==> src/rtl/shift_reg_if.sv <==
// Data-side bundle of the shift register: parallel load strobe/word in,
// register contents plus serial LSB and zero flag out.
interface shift_reg_if #(
  parameter int WIDTH = 8
);
  logic             load;
  logic [WIDTH-1:0] d_in;
  logic [WIDTH-1:0] d_out;
  logic             shift_out;
  logic             empty;

  modport master (
    output load,
    output d_in,
    input  d_out,
    input  shift_out,
    input  empty
  );

  modport slave (
    input  load,
    input  d_in,
    output d_out,
    output shift_out,
    output empty
  );
endinterface

==> src/rtl/shift_reg.sv <==
// Parallel-load, logical right-shift register with zero fill at the MSB.
// A controller loads a word, then drains it one bit per clock via shift_out.
module shift_reg #(
  parameter int WIDTH = 8
) (
  input  logic        clock,
  input  logic        reset,
  shift_reg_if.slave  bus
);

  logic [WIDTH-1:0] r_data;
  logic [WIDTH-1:0] w_shifted;
  logic [WIDTH-1:0] w_next;

  assign w_shifted = {1'b0, r_data[WIDTH-1:1]};
  assign w_next    = bus.load ? bus.d_in : w_shifted;

  // There is no hold state: every non-load edge shifts, and zero is a fixed point.
  always_ff @(posedge clock or negedge reset) begin
    if (!reset) begin
      r_data <= '0;
    end else begin
      r_data <= w_next;
    end
  end

  assign bus.d_out     = r_data;
  assign bus.shift_out = r_data[0];
  assign bus.empty     = (r_data == '0);

endmodule

==> src/flat_wrapper.sv <==
// flat-port wrapper written by rule: the top's interface ports become plain ports
module shift_reg_flat 
#(
  parameter int WIDTH = 8
)
  (clock, reset, bus_load, bus_d_in, bus_d_out, bus_shift_out, bus_empty);
  shift_reg_if #(.WIDTH(WIDTH)) bus_i ();
  input  logic clock;
  input  logic reset;
  input wire logic [$bits(bus_i.load)-1:0] bus_load;
  input wire logic [$bits(bus_i.d_in)-1:0] bus_d_in;
  output wire logic [$bits(bus_i.d_out)-1:0] bus_d_out;
  output wire logic [$bits(bus_i.shift_out)-1:0] bus_shift_out;
  output wire logic [$bits(bus_i.empty)-1:0] bus_empty;
  assign bus_i.load = bus_load;
  assign bus_i.d_in = bus_d_in;
  assign bus_d_out = bus_i.d_out;
  assign bus_shift_out = bus_i.shift_out;
  assign bus_empty = bus_i.empty;
  shift_reg #(.WIDTH(WIDTH)) u_core (.clock(clock), .reset(reset), .bus(bus_i));
endmodule
==> config.mk <==
export PLATFORM = sky130hd
export DESIGN_NAME = shift_reg_flat
export DESIGN_NICKNAME = d
export VERILOG_FILES = /design/src/rtl/shift_reg_if.sv /design/src/rtl/shift_reg.sv /design/src/flat_wrapper.sv
export SDC_FILE = /design/constraint.sdc
export NUM_CORES = 1
export LEC_CHECK = 0
export CORE_AREA = 2 2 39 41
export DETAILED_ROUTE_END_ITERATION = 12
export DIE_AREA = 0 0 41 43
export HOLD_SLACK_MARGIN = 0.05
export PLACE_DENSITY = 0.53
export SYNTH_ARGS = -nofsm -noshare
export SYNTH_HDL_FRONTEND = slang
export SYNTH_SLANG_ARGS = --single-unit
==> constraint.sdc <==
create_clock -name clock -period 1.1 [get_ports clock]
set_input_delay 0.11 -clock clock [delete_from_list [all_inputs] [get_ports clock]]
set_output_delay 0.11 -clock clock [all_outputs]
set_load 0.05 [all_outputs]
==> impl_metrics.tcl, run 1 <==
set metrics [dict create \
    cts_root_buf "clkbuf_4" \
    skew_ps 0.499 \
    clock-sinks 8 \
    clkLatencyLatePin_ps 250 \
    relSlewSlack_pct 75.8 \
    hp-class "in -> async" \
    grt_max_degree 9 \
    rows 14 \
    p_leak_nw 0.311 \
    drt_iter0_drc 2 \
    finalWorstSetupSlack_ps -479 \
    syn-cell-area_um2 317 \
    initial_utilization_pct 22.9 \
    wl_um 802 \
    cp_max_fo 2 \
    timing.hold.ws_ps 133 \
    avgViaCountPerCell 4.26 \
    rr_startpoint "u_core.bus.d_out[2]" \
    postCtsSetupBuffers 0 \
    antenna_cells 0 \
    hold_violations 0 \
    ys_seq_area_share_pct 63.2 \
    tightest_slew_ps 363 \
    ff2ff_setup_slack_ps 140 \
    syn_nets 32 \
    ys_types 7 \
    ys_seq_elements 8 \
    r2r-end "u_core.bus.d_out[1]" \
    max_stage_delay_ps 550 \
    worstSetupPathType "reg -> out" \
    cts-hold-fix-buffers 0 \
    drt-pass1-iter-count 3 \
    cp.arrival_ps 1470 \
    cp-end-kind "primary output" \
    area_growth_pct 130 \
    antenna_found_initial 0 \
    final_cell_area_um2 729 \
    required_ps 990 \
    nNetsFinal 63 \
    worstRegToRegCells 2 \
    finalSetupViolations 1 \
    clk_pin_slew_ps 50 \
    vias 281 \
    drive_gt1_share_pct 60.0 \
    grt_pass1_vias 310 \
    ios 21 \
    die_w_um 41 \
    drv_slew 0 \
    peakVddDrop_v 0.000647 \
    startpoint_type "register" \
    run_status "finished, violations left" \
    power.density_nw_per_um2 1290 \
    numCtsBuffers 3 \
    post-dp-hpwl_um 684 \
    dieArea_um2 1760 \
    grt_overflow 0 \
    crit_chain "or4_4 -> nor2_4 -> buf_12" \
    p_switching_mw 0.293 \
    failed_checks "negative setup slack" \
    place_congestion 0.700 \
    antenna_left 0 \
    max-clock-path-buffers 2 \
    p_int_mw 0.652 \
    fin_crit_ps 1580 \
    cts_tree "done" \
    p_seq_share_pct 35.8 \
    comb_power_share_pct 40.2 \
    core_um2 1380 \
    grt_pass1_wl_um 1350 \
    global_route.usage.total_pct 12.4 \
    drc_errors 0 \
    p_clk_share_pct 24.0 \
    cp_slowest_cell "or4_4" \
    synth_area_per_cell_um2 15.1 \
    timing.final.crit_share_pct 144 \
    port_buffers 20 \
    swShare_pct 31.0 \
    largest_reg_flops 8 \
    place_area_um2 707 \
    yosysWarnings 0 \
    rsz0062_at_grt "true" \
    die_h_um 43 \
    h-tree-depth 1 \
    synthCells 21 \
    fmax_ghz 0.633 \
    wl_per_cell_um 12.2 \
    maxCapViolCount 0 \
]
-- through the flow --
step | std cells | utilization [%] | setup WS (ps) | power, mW | TNS [ps]
final | 66 | 52.7 | -479 | 0.944 | -479
after global routing | 66 | 52.7 | -533 | 0.996 | -533
after CTS | 66 | 52.7 | -496 | 0.968 | -496
after detailed placement | 63 | 51.1 | -216 | 0.728 | -1620
after global placement | 63 | 51.1 | -202 | 0.721 | -1420
after floorplan | 21 | - | -384 | 0.497 | -384
-- power groups by stage --
stage	registers, mW	logic, mW	clock network [mW]
2_1_floorplan	0.441	0.0563	0
3_3_place_gp	0.343	0.378	0
3_5_place_dp	0.344	0.384	0
4_1_cts	0.339	0.384	0.245
5_1_grt	0.341	0.395	0.260
6_report	0.338	0.379	0.226
-- routing by layer --
metal  GRT usage [%]  wire, um  part of all wire, %
met5               0         0                    0
met4            14.0        41                  5.1
met3            3.14        39                  4.9
met2            17.8       444                   55
met1            12.8       276                   34
-- worst max-delay path, delay by kind of cell (launching register included) --
kind,cells,cell delay (ps)
simple gates,2,690
flops,1,390
buf+inv,1,140
-- synth_stat cells (all sizes together) --
cell | n | share of area (%)
buf | 2 | 4.0
or4 | 2 | 4.7
and2 | 1 | 2.0
dfrtp | 8 | 63
nor2 | 1 | 1.2
mux2 | 7 | 25
-- worst max path at each step --
stage	end	slack, ps	from	cells after the start
CTS	bus_empty	-500	u_core.bus.d_out[4]	3
finish	bus_empty	-480	u_core.bus.d_out[4]	3
detailed placement	u_core.bus.d_out[1]	-220	bus_load	2
floorplan	bus_empty	-380	u_core.bus.d_out[4]	2
global placement	bus_empty	-200	u_core.bus.d_out[4]	3
global route	bus_empty	-530	u_core.bus.d_out[4]	3
-- cell type report --
type	instances	area, um2
fill	133	654
timing repair buffer	28	360
sequential	8	208
multi-input combinational	11	119
clock buffer	3	22.5
tap	16	20.0
-- cell families (layout without fill, tap and decap cells) --
logic type | Yosys count | after routing | synth area share [%]
flops | 8 | 8 | 63.2
mux | 7 | 7 | 24.9
buf+inv | 2 | 31 | 3.95
simple gates | 4 | 4 | 7.90
-- placed cells by master (no fill, tap or decap) --
cell type | Yosys | layout
or4_4 | 0 | 2
and2_1 | 1 | 1
buf_12 | 0 | 10
dfrtp_1 | 8 | 2
dfrtp_2 | 0 | 6
nor2_4 | 0 | 1
clkdlybuf4s50_1 | 0 | 10
clkbuf_4 | 0 | 3
mux2_1 | 7 | 7
buf_4 | 1 | 8
-- repair_timing --
item                       in CTS  in global routing
pin swaps                       0                  0
hold endpoints to repair        0                  0
gates resized for setup         0                  0
setup endpoints to repair       1                  1
Note: power is estimated with default switching activity, not from simulation.
==> run 2, diff against run 1 <==
- HOLD_SLACK_MARGIN: 0.05 -> 0.06
==> results of run 2 <==
Final layout, timing and power as in run 1 (identical DEF).
